### src/rtl/tile_pkg.sv
// Shared constants, state encoding and saturating arithmetic for the tile hit judge.
// The optional combo score bonus is enabled by defining TILE_COMBO_BONUS_EN.
package tile_pkg;

  localparam int NUM_LANES  = 4;
  localparam int TILE_SIZE  = 75;
  localparam int HIT_Y_MIN  = 330;
  localparam int BOTTOM_Y   = 479;
  localparam int MAX_MISSES = 5;
  localparam int SPEED_STEP = 10;

  // Lane i's key sits in byte i: D, F, J, K.
  localparam logic [NUM_LANES-1:0][7:0] LANE_KEYS = {8'h0E, 8'h0D, 8'h09, 8'h07};
  localparam logic [7:0] KEY_START = 8'h2C;

  typedef enum logic [1:0] {
    IDLE = 2'b00,
    PLAY = 2'b01,
    OVER = 2'b10
  } state_e;

  function automatic logic [15:0] sat_add16(input logic [15:0] a, input logic [15:0] b);
    logic [16:0] sum;
    sum = {1'b0, a} + {1'b0, b};
    return sum[16] ? 16'hFFFF : sum[15:0];
  endfunction

endpackage

### src/rtl/tile_hit_judge_if.sv
// Bundle between the tile movers / keyboard / HUD side and the hit judge.
// The master side drives keys and tile positions; the slave side is the judge.
interface tile_hit_judge_if;
  logic [7:0]  keycode;
  logic [3:0]  new_note;
  logic [9:0]  tile_y0;
  logic [9:0]  tile_y1;
  logic [9:0]  tile_y2;
  logic [9:0]  tile_y3;
  logic [3:0]  kill;
  logic [3:0]  speed;
  logic [15:0] score;
  logic [3:0]  misses;
  logic [7:0]  combo;
  logic [1:0]  state_o;

  modport master (
    output keycode, new_note, tile_y0, tile_y1, tile_y2, tile_y3,
    input  kill, speed, score, misses, combo, state_o
  );

  modport slave (
    input  keycode, new_note, tile_y0, tile_y1, tile_y2, tile_y3,
    output kill, speed, score, misses, combo, state_o
  );
endinterface

### src/rtl/tile_lane_judge.sv
// Combinational judgement of one lane: hit, miss count (fall-through plus wrong press)
// and the kill request that the top registers.
module tile_lane_judge
  import tile_pkg::*;
(
  input  logic       live,
  input  logic [9:0] tile_y,
  input  logic       new_note,
  input  logic       press,
  output logic       hit,
  output logic [1:0] miss,
  output logic       kill
);

  logic [10:0] bot;
  logic        inwin;
  logic        fell;
  logic        wrong;

  // Bottom edge is formed at 11 bits so a tile near the screen bottom cannot wrap.
  assign bot   = {1'b0, tile_y} + 11'(TILE_SIZE);
  assign inwin = live && (bot >= 11'(HIT_Y_MIN)) && (bot < 11'(BOTTOM_Y));
  assign fell  = live && (bot >= 11'(BOTTOM_Y));
  assign wrong = press && !inwin;

  assign hit  = press && inwin;
  assign miss = {1'b0, fell} + {1'b0, wrong};
  // A fresh spawn on this lane wins: the mover must keep its new tile.
  assign kill = (hit || fell) && !new_note;

endmodule

### src/rtl/tile_hit_judge.sv
// Game-state keeper: press detect, IDLE/PLAY/OVER FSM, per-lane live flags and counters.
// Define TILE_COMBO_BONUS_EN to enable the combo counter and combo score bonus.
module tile_hit_judge
  import tile_pkg::*;
(
  input  logic             frame_clk,
  input  logic             Reset,
  tile_hit_judge_if.slave  bus
);

  state_e                          state;
  logic [7:0]                      prev_key;
  logic [NUM_LANES-1:0]            live;
  logic [NUM_LANES-1:0]            kill_q;
  logic [3:0]                      speed;
  logic [3:0]                      step;
  logic [15:0]                     score;
  logic [3:0]                      misses;

  logic                            press;
  logic                            start_press;
  logic [NUM_LANES-1:0]            lane_press;
  logic [NUM_LANES-1:0][9:0]       tile_y;
  logic [NUM_LANES-1:0]            hit;
  logic [NUM_LANES-1:0][1:0]       miss_cnt;
  logic [NUM_LANES-1:0]            kill_req;
  logic [NUM_LANES-1:0]            live_next;
  logic [2:0]                      miss_inc;
  logic [4:0]                      miss_sum;
  logic [3:0]                      misses_sat;
  logic                            any_hit;
  logic                            any_miss;
  logic [15:0]                     score_inc;
  logic [15:0]                     score_sum;
  logic                            count_adv;

  assign press       = (bus.keycode != prev_key) && (bus.keycode != 8'h00);
  assign start_press = press && (bus.keycode == KEY_START);
  assign tile_y      = {bus.tile_y3, bus.tile_y2, bus.tile_y1, bus.tile_y0};

  for (genvar i = 0; i < NUM_LANES; i++) begin : g_lane
    assign lane_press[i] = press && (bus.keycode == LANE_KEYS[i]);

    tile_lane_judge u_lane (
      .live     (live[i]),
      .tile_y   (tile_y[i]),
      .new_note (bus.new_note[i]),
      .press    (lane_press[i]),
      .hit      (hit[i]),
      .miss     (miss_cnt[i]),
      .kill     (kill_req[i])
    );
  end

`ifdef TILE_COMBO_BONUS_EN
  logic [7:0]  combo;
  logic [15:0] hits;
  logic [1:0]  bonus;

  assign bonus     = (combo[7:3] > 5'd3) ? 2'd3 : combo[4:3];
  assign score_inc = 16'd1 + {14'd0, bonus};
  assign count_adv = any_hit && (hits != 16'hFFFF);
  assign bus.combo = combo;
`else
  assign score_inc = 16'd1;
  assign count_adv = any_hit && (score != 16'hFFFF);
  assign bus.combo = 8'd0;
`endif

  // NOTE: every always_comb output gets a default first so no path leaves it unassigned (no latch).
  always_comb begin
    miss_inc  = 3'd0;
    live_next = bus.new_note | live;
    for (int i = 0; i < NUM_LANES; i++) begin
      miss_inc = miss_inc + {1'b0, miss_cnt[i]};
      if ((hit[i] || (miss_cnt[i] != 2'd0)) && !bus.new_note[i]) live_next[i] = 1'b0;
    end
  end

  assign any_hit    = |hit;
  assign any_miss   = (miss_inc != 3'd0);
  assign miss_sum   = {1'b0, misses} + {2'b00, miss_inc};
  assign misses_sat = (miss_sum >= 5'(MAX_MISSES)) ? 4'(MAX_MISSES) : miss_sum[3:0];
  assign score_sum  = sat_add16(score, score_inc);

  // NOTE: sequential state uses non-blocking assignments so every register sees pre-edge values.
  always_ff @(posedge frame_clk) begin
    if (Reset) begin
      state    <= IDLE;
      prev_key <= 8'h00;
      live     <= '0;
      kill_q   <= '0;
      speed    <= 4'd0;
      step     <= 4'd0;
      score    <= 16'd0;
      misses   <= 4'd0;
`ifdef TILE_COMBO_BONUS_EN
      combo    <= 8'd0;
      hits     <= 16'd0;
`endif
    end else begin
      prev_key <= bus.keycode;
      kill_q   <= '0;
      unique case (state)
        IDLE: begin
          if (start_press) begin
            state  <= PLAY;
            live   <= '0;
            speed  <= 4'd0;
            step   <= 4'd0;
            score  <= 16'd0;
            misses <= 4'd0;
`ifdef TILE_COMBO_BONUS_EN
            combo  <= 8'd0;
            hits   <= 16'd0;
`endif
          end
        end
        PLAY: begin
          live   <= live_next;
          kill_q <= kill_req;
          misses <= misses_sat;
          if (misses_sat == 4'(MAX_MISSES)) state <= OVER;
          if (any_hit) score <= score_sum;
          // Speed tracks multiples of SPEED_STEP via a wrap-around step counter.
          if (count_adv) begin
            if (step == 4'(SPEED_STEP - 1)) begin
              step <= 4'd0;
              if (speed != 4'hF) speed <= speed + 4'd1;
            end else begin
              step <= step + 4'd1;
            end
          end
`ifdef TILE_COMBO_BONUS_EN
          if (any_hit) hits <= sat_add16(hits, 16'd1);
          if (any_miss)                    combo <= 8'd0;
          else if (any_hit && combo != 8'hFF) combo <= combo + 8'd1;
`endif
        end
        OVER: begin
          if (start_press) state <= IDLE;
        end
        default: state <= IDLE;
      endcase
    end
  end

  assign bus.kill    = kill_q;
  assign bus.speed   = speed;
  assign bus.score   = score;
  assign bus.misses  = misses;
  assign bus.state_o = state;

endmodule

### src/flat_wrapper.sv
// flat-port wrapper written by rule: the top's interface ports become plain ports
module tile_hit_judge_flat import tile_pkg::*;
  (frame_clk, Reset, bus_keycode, bus_new_note, bus_tile_y0, bus_tile_y1, bus_tile_y2, bus_tile_y3, bus_kill, bus_speed, bus_score, bus_misses, bus_combo, bus_state_o);
  tile_hit_judge_if bus_i ();
  input  logic frame_clk;
  input  logic Reset;
  input wire logic [$bits(bus_i.keycode)-1:0] bus_keycode;
  input wire logic [$bits(bus_i.new_note)-1:0] bus_new_note;
  input wire logic [$bits(bus_i.tile_y0)-1:0] bus_tile_y0;
  input wire logic [$bits(bus_i.tile_y1)-1:0] bus_tile_y1;
  input wire logic [$bits(bus_i.tile_y2)-1:0] bus_tile_y2;
  input wire logic [$bits(bus_i.tile_y3)-1:0] bus_tile_y3;
  output wire logic [$bits(bus_i.kill)-1:0] bus_kill;
  output wire logic [$bits(bus_i.speed)-1:0] bus_speed;
  output wire logic [$bits(bus_i.score)-1:0] bus_score;
  output wire logic [$bits(bus_i.misses)-1:0] bus_misses;
  output wire logic [$bits(bus_i.combo)-1:0] bus_combo;
  output wire logic [$bits(bus_i.state_o)-1:0] bus_state_o;
  assign bus_i.keycode = bus_keycode;
  assign bus_i.new_note = bus_new_note;
  assign bus_i.tile_y0 = bus_tile_y0;
  assign bus_i.tile_y1 = bus_tile_y1;
  assign bus_i.tile_y2 = bus_tile_y2;
  assign bus_i.tile_y3 = bus_tile_y3;
  assign bus_kill = bus_i.kill;
  assign bus_speed = bus_i.speed;
  assign bus_score = bus_i.score;
  assign bus_misses = bus_i.misses;
  assign bus_combo = bus_i.combo;
  assign bus_state_o = bus_i.state_o;
  tile_hit_judge u_core (.frame_clk(frame_clk), .Reset(Reset), .bus(bus_i));
endmodule
### config.mk
export PLATFORM = sky130hd
export DESIGN_NAME = tile_hit_judge_flat
export DESIGN_NICKNAME = d
export VERILOG_FILES = /design/src/rtl/tile_pkg.sv /design/src/rtl/tile_hit_judge_if.sv /design/src/rtl/tile_lane_judge.sv /design/src/rtl/tile_hit_judge.sv /design/src/flat_wrapper.sv
export SDC_FILE = /design/constraint.sdc
export NUM_CORES = 1
export LEC_CHECK = 0
export CORE_MARGIN = 4
export CORE_UTILIZATION = 50
export CTS_BUF_LIST = sky130_fd_sc_hd__clkbuf_4 sky130_fd_sc_hd__clkbuf_8 sky130_fd_sc_hd__clkbuf_16
export CTS_CLUSTER_DIAMETER = 80
export DETAILED_ROUTE_END_ITERATION = 16
export GPL_TIMING_DRIVEN = 0
export PLACE_DENSITY = 0.78
export SLEW_MARGIN = 30
export SYNTH_ARGS = -nofsm -noshare
export SYNTH_HDL_FRONTEND = slang
export SYNTH_SLANG_ARGS = --single-unit
### constraint.sdc
create_clock -name frame_clk -period 14.4 [get_ports frame_clk]
set_clock_uncertainty 0.1 [all_clocks]
set_input_delay 2.16 -clock frame_clk [delete_from_list [all_inputs] [get_ports frame_clk]]
set_output_delay 2.16 -clock frame_clk [all_outputs]
set_load 0.05 [all_outputs]
**Word level (Yosys, flattened, before mapping)**

Cells that the tools add are included.

- Bits in writable memories: 0
- Input port bits: 54
- Output and inout bits: 38
- Latch bits: 0
- ROM bits: 0
- Bits in registers: 46
- Word-level logic and storage cells: 145
- Memories: 0

- Muxes and demuxes: 23
- Add/subtract/negate cells: 15
- Divide/modulo/power cells: 0
- Order comparisons: 13
- Bitwise logic cells: 2
- Reduce and logical (&&, ||, !) cells: 65
- Shifts and indexed selects: 0
- Eq/ne operators: 19
- Multipliers: 0

Operators with widths:

| kind | count |
|---|---|
| greater-or-equal comparator 11 x 9 -> 1 bit (second input constant) | 8 |
| 2-to-1 mux 16 bit | 3 |
| adder 10 x 7 -> 11 bit (second input constant) | 4 |
| less-than comparator 11 x 9 -> 1 bit (second input constant) | 4 |
| logical AND 1 bit | 35 |
| one-hot mux 16 bit (2 select lines) | 1 |
| one-hot mux 4 bit (2 select lines) | 4 |
| 2-to-1 mux 4 bit | 7 |
| equality test 8 x 4 -> 1 bit (second input constant) | 3 |
| adder 16 x 1 -> 17 bit (second input constant) | 1 |
| != test 16 bit (second input constant) | 1 |
| != test 2 x 1 -> 1 bit (second input constant) | 7 |
| nonzero test 2 bit | 5 |
| AND reduction 3 bit | 3 |
| adder 1 x 1 -> 2 bit | 4 |
| adder 4 x 1 -> 4 bit (second input constant) | 2 |
| equality test 8 x 3 -> 1 bit (second input constant) | 1 |
| equality test 8 x 6 -> 1 bit (second input constant) | 1 |
| logical NOT 1 bit | 8 |
| logical OR 1 bit | 8 |
| != test 8 bit | 1 |
| nonzero test 8 bit | 1 |
| adder 3 x 2 -> 3 bit | 2 |
| 2-to-1 mux 2 bit | 3 |
| other kinds (17) | 20 |

**Logic depth before layout (Yosys ltp)**

- Word-level depth: 16
- Depth in mapped cells: 27
- Gate-level depth less buffers: 27

**Cells and area by module**

Synthesis repeated with hierarchy kept, for this count alone.

- Cells, all modules: 563
- Area, all modules: 4642.0 µm²

Modules (own cells, without submodules):

| module | times used | sequential area each (µm²) | cells each | area each (µm²) |
|---|---|---|---|---|
| tile_hit_judge | 1 | 920.9 | 302 | 2660.1 |
| tile_lane_judge at u_core.g_lane[0].u_lane ... | 3 | 0.0 | 65 | 504.2 |
| tile_lane_judge at u_core.g_lane[1].u_lane | 1 | 0.0 | 66 | 469.2 |

**Worst setup path after synthesis**

OpenSTA, ideal clock, no wires.

- Path kind: in2reg
- Start point: input bus_tile_y3[0]
- End point: register u_core.state[1] (netlist: u_core.bus.state_o[1])
- Stages: 25
- Data required time: 14.181 ns
- Path buffers: 1
- Setup time: 0.119 ns
- Data arrival time: 6.588 ns
- Slack: 7.592 ns
- Path through: inv_1 ha_1 clkbuf_1 or4b_1 a21oi_1 a211oi_1 o22ai_1 o41ai_1 a32oi_1 nor2b_1 ha_1 inv_1 fa_1 fa_1 inv_1 ha_1 fa_1 nor2_1 a21oi_1 o32ai_1 nand2b_1 nand2_1 nor2_1 a21oi_1 nor2_1

- Longest elaborated chain between the ends: 14
- Elaborated cells on any way between the ends: 17
- Classes of those cells: 4 x add/sub; 4 x order compare; 2 x eq/ne; 1 x mux; 6 x reduce/logical

RTL lines:

| element | line | source |
|---|---|---|
| from (decl) | flat_wrapper.sv:12 | `input wire logic [$bits(bus_i.tile_y3)-1:0] bus_tile_y3;` |
| adder 10 x 7 -> 11 bit (*) | tile_lane_judge.sv:21 | `assign bot = {1'b0, tile_y} + 11'(TILE_SIZE);` |
| greater-or-equal comparator 11 x 9 -> 1 bit | tile_lane_judge.sv:22 | `assign inwin = live && (bot >= 11'(HIT_Y_MIN)) && (bot < 11'(BOTTOM_Y));` |
| logical AND 1 bit (2 in series) | tile_lane_judge.sv:22 |  |
| logical NOT 1 bit | tile_lane_judge.sv:24 | `assign wrong = press && !inwin;` |
| logical AND 1 bit | tile_lane_judge.sv:24 |  |
| adder 1 x 1 -> 2 bit (*) | tile_lane_judge.sv:27 | `assign miss = {1'b0, fell} + {1'b0, wrong};` |
| adder 3 x 2 -> 3 bit (*) | tile_hit_judge.sv:75 | `miss_inc = miss_inc + {1'b0, miss_cnt[i]};` |
| adder 4 x 3 -> 5 bit (*) | tile_hit_judge.sv:82 | `assign miss_sum = {1'b0, misses} + {2'b00, miss_inc};` |
| greater-or-equal comparator 5 x 3 -> 1 bit | tile_hit_judge.sv:83 | `assign misses_sat = (miss_sum >= 5'(MAX_MISSES)) ? 4'(MAX_MISSES) : miss_sum[3:0];` |
| 2-to-1 mux 4 bit (*) | tile_hit_judge.sv:83 |  |
| equality test 4 x 3 -> 1 bit (*) | tile_hit_judge.sv:123 | `if (misses_sat == 4'(MAX_MISSES)) state <= OVER;` |
| != test 2 x 1 -> 1 bit (no line) (*) | n/a |  |
| AND reduction 3 bit (no line) (*) | n/a |  |
| to (signal assigned) | tile_hit_judge.sv:89 | `state <= IDLE;` |
| to (signal assigned) | tile_hit_judge.sv:123 |  |
| to (signal assigned) | tile_hit_judge.sv:141 | `if (start_press) state <= IDLE;` |
| to (decl) | tile_hit_judge.sv:11 | `state_e state;` |

Mark *: on every way between the ends. The rest lies on a longest branch, timed or not.
A chain may end at the register's enable or synchronous reset.

**Worst setup path after layout**

Same ends and word-level chain as after synthesis.

==> summary.md <==
| Metric | Value |
|---|---|
| Met2 usage | `0.392` |
| Top-level port count | `92` |
| CP Launch Type | `input port` |
| Worst EP arrival | `7850 ps` |
| Synth Flop Type | `dfxtp_1` |
| CP max FO | `8` |
| Power Dens Cells | `55.3 nW/um^2` |
| DPL Wire Length | `9840 um` |
| Setup TNS | `0 ps` |
| Syn Area/Cell | `7.42 um^2` |
| First-pass GRT wire length | `~20000 um` |
| Routed vias | `approximately 4900` |
| Hold Fails Final Rpt | `0` |
| Largest net degree at the start of global routing | `15` |
| FP Rows | `34` |
| Antenna viol nets, final | `0` |
| Post-CTS Hold Fix Bufs | `0` |
| Met1 Use GR | `0.309` |
| Initial core utilization | `0.517` |
| Fin nets | `roughly 780` |
| Slew Limit Fails | `0` |
| Post-placement cell count | `between 800 and 900` |
| Max Clock Freq | `roughly 0.13 GHz` |
| Clock Latency Late Sink | `300 ps` |
| Sw Share | `0.299` |
| Maximum VDD drop | `~0.041 mV` |
| Die ar. | `10700 um^2` |
| Unrepaired setup endpoints after global routing | `false` |
| Post-synth ARST share | `0` |
| DR iter-0 viols | `225` |
| Final core occ | `0.631` |
| Pwr Total | `about 0.0003 W` |
| HP Class | `register to register` |
| Mapped cell area | `between 4000 and 5000 um^2` |
| Yosys reg bits | `46` |
| Share of power burned in the clock network | `0.326` |
| RD Place Congestion | `between 0.9 and 1` |
| Area Overhead vs Synth | `22.1%` |
| Critical Path RT | `~14000 ps` |
| Most used routing layer | `met2` |
| CTS Buf Count | `5` |
| Slew headroom | `0.600` |
| Status | `finished clean` |
| Drt via density | `just over 6` |
| Post-CTS Setup Bufs | `0` |
| Leakage | `about 2.1 nW` |
| Most common cell after layout, fill and taps aside | `clkdlybuf4s50_1` |
| Routed WL | `approximately 13000 um` |
| EDFF count, synth | `0` |
| Final Cycle Share | `0.540` |
| Total GRT Usage | `0.228` |
| Critical path capture point type | `register` |
| Internal power | `around 0.00022 W` |
| Cell mode on critical path | `ha_1` |
| DRC | `0` |
| Critical Path Slowest Stage Cell | `clkdlybuf4s50_1` |
| Commonest cells after routing, fill and taps aside | `73 x clkdlybuf4s50_1, 57 x nand2_1, 46 x dfxtp_1, 43 x nor2_1, 41 x a21oi_1` |
| DR pass1 iterations | `5` |
| Power share of the combinational group | `0.254` |
| Sequential share of the synthesized area | `0.202` |
| Max Buffers Root-to-Sink | `2` |
| Fraction of layout cells with a size suffix above 1 | `0.0870` |
| Clock sinks | `46` |
| Non-filler cells, final | `approximately 810` |
| Die width | `between 100 and 150 um` |
| CP max stage delay | `~630 ps` |
| Post-CTS sizing | `0` |
| Vias in the first global route | `4517` |
| Top cell type's share of synthesized area | `0.202` |
| Initial antenna violation count | `0` |
| N_diodes | `0` |
| Setup Crit Path Kind | `input port to register` |
| Min cycle time layout | `approximately 7800 ps` |
| Grt ovf | `0` |
| IO Port Bufs | `73` |
| Top post-synthesis cells by area | `dfxtp_1 20%, ha_1 6.3%, nand2_1 4.7%, a21oi_1 4.5%, o21ai_0 3.6%` |
| Core ar. | `8810 um^2` |
| Setup Viol. Count Final | `0` |
| Die H | `just over 100 um` |
| YS warnings | `0` |
| Routing usage on met3 | `0.0262` |
| Clock transition at path regs | `approximately 80 ps` |
| Routed len/inst | `around 16 um` |
| H-tree depth | `2` |
| Biggest area consumer among synthesized cells | `dfxtp_1` |
| CTS tree | `yes` |
| Cells after Synth | `around 600` |
| Seq pwr share | `0.420` |
| FILL cells | `779` |
| Max-cap violations | `0` |
| Clock Root Buffer | `clkbuf_8` |
| Total net switching power | `0.0000919 W` |
| Netlist cell types | `slightly above 80` |
| Least-Margin Pin Slew | `593 ps` |
## layout make-up
class	instances	area [um^2]	area share
clock inverter	2	37.5	0.00676
inverter	42	158	0.0284
clock buffer	6	76.3	0.0137
tap	108	135	0.0243
multi-input combinational	496	3290	0.591
sequential	46	921	0.166
buffer	36	211	0.0381
timing repair buffer	73	731	0.132
## critical path: cells and delay by family
family / cells / cell delay (ps)
XOR/XNOR: 2 / 280
AND/OR/NAND/NOR: 7 / 1160
AO/OA/AOI/OAI: 8 / 1280
buffers and inverters: 5 / 1000
adder cells (fa/ha/maj): 6 / 1970
## layer usage
metal	routed length, um	up-vias	part of all wire
met5	0	-	0
met4	138	0	0.011
met3	843	14	0.067
met2	6100	169	0.48
met1	5550	2296	0.44
li1	-	2418	-
## state kept, by name (all words and copies together) (netlist names)
| name | flops |
|---|---|
| u_core.bus.misses | 4 |
| u_core.prev_key | 8 |
| u_core.bus.kill | 4 |
| u_core.bus.speed | 4 |
| u_core.step | 4 |
| u_core.bus.score | 16 |
| u_core.bus.state_o | 2 |
| u_core.live | 4 |
## power by group through the flow
| stage | logic [W] | clock network [W] | registers, W |
|---|---|---|---|
| floorplan | 0.0000489 | 0 | 0.000132 |
| global placement | 0.0000758 | 0 | 0.000132 |
| detailed placement | 0.0000770 | 0 | 0.000132 |
| CTS | 0.0000775 | 0.000102 | 0.000129 |
| global route | 0.0000856 | 0.000106 | 0.000129 |
| finish | 0.0000781 | 0.000100 | 0.000129 |
## Yosys cell counts, types with 7 or more instances
library cell	count
a211oi_1	11
a211oi_2	7
a21o_1	7
a21oi_1	41
a31oi_1	10
and3_1	12
buf_2	15
buf_4	8
clkbuf_1	8
dfxtp_1	46
ha_1	23
inv_1	40
nand2_1	57
nand2b_1	7
nand3_1	17
nand4_1	14
nor2_1	43
nor2b_1	23
nor3_1	22
o211ai_1	9
o21ai_0	33
xnor2_1	10
xor2_1	14
## worst paths after layout
check             cells after the start               endpoint                from  slack [ps]
setup / recovery                     28  u_core.bus.state_o[1]      bus_tile_y3[0]        6630
hold / removal                        2         u_core.live[2]      u_core.live[2]         370
setup reg to reg                     22  u_core.bus.state_o[1]  u_core.prev_key[6]        9830
hold reg to reg                       2         u_core.live[2]      u_core.live[2]         370
## cell families (layout without fill, tap and decap cells)
kind of cell             count (synthesis)  count (layout)  synth area share
AO/OA/AOI/OAI                          192             192             0.301
XOR/XNOR                                24              24            0.0462
adder cells (fa/ha/maj)                 27              27            0.0809
buffers and inverters                   78             159            0.0811
flip-flops                              46              46             0.202
multiplexers                             2               2           0.00440
other                                    1               8          0.000824
AND/OR/NAND/NOR                        243             243             0.283
## stage by stage
step                hold slack (ps)  setup slack, ps  cell area, um^2
floorplan                       334             7590             4580
detailed placement              363             6330             5440
CTS                             376             6640             5560
global placement                347             6450             5440
finish                          374             6630             5560
global route                    410             6200             5560
Note: power is estimated with default switching activity, not from simulation.
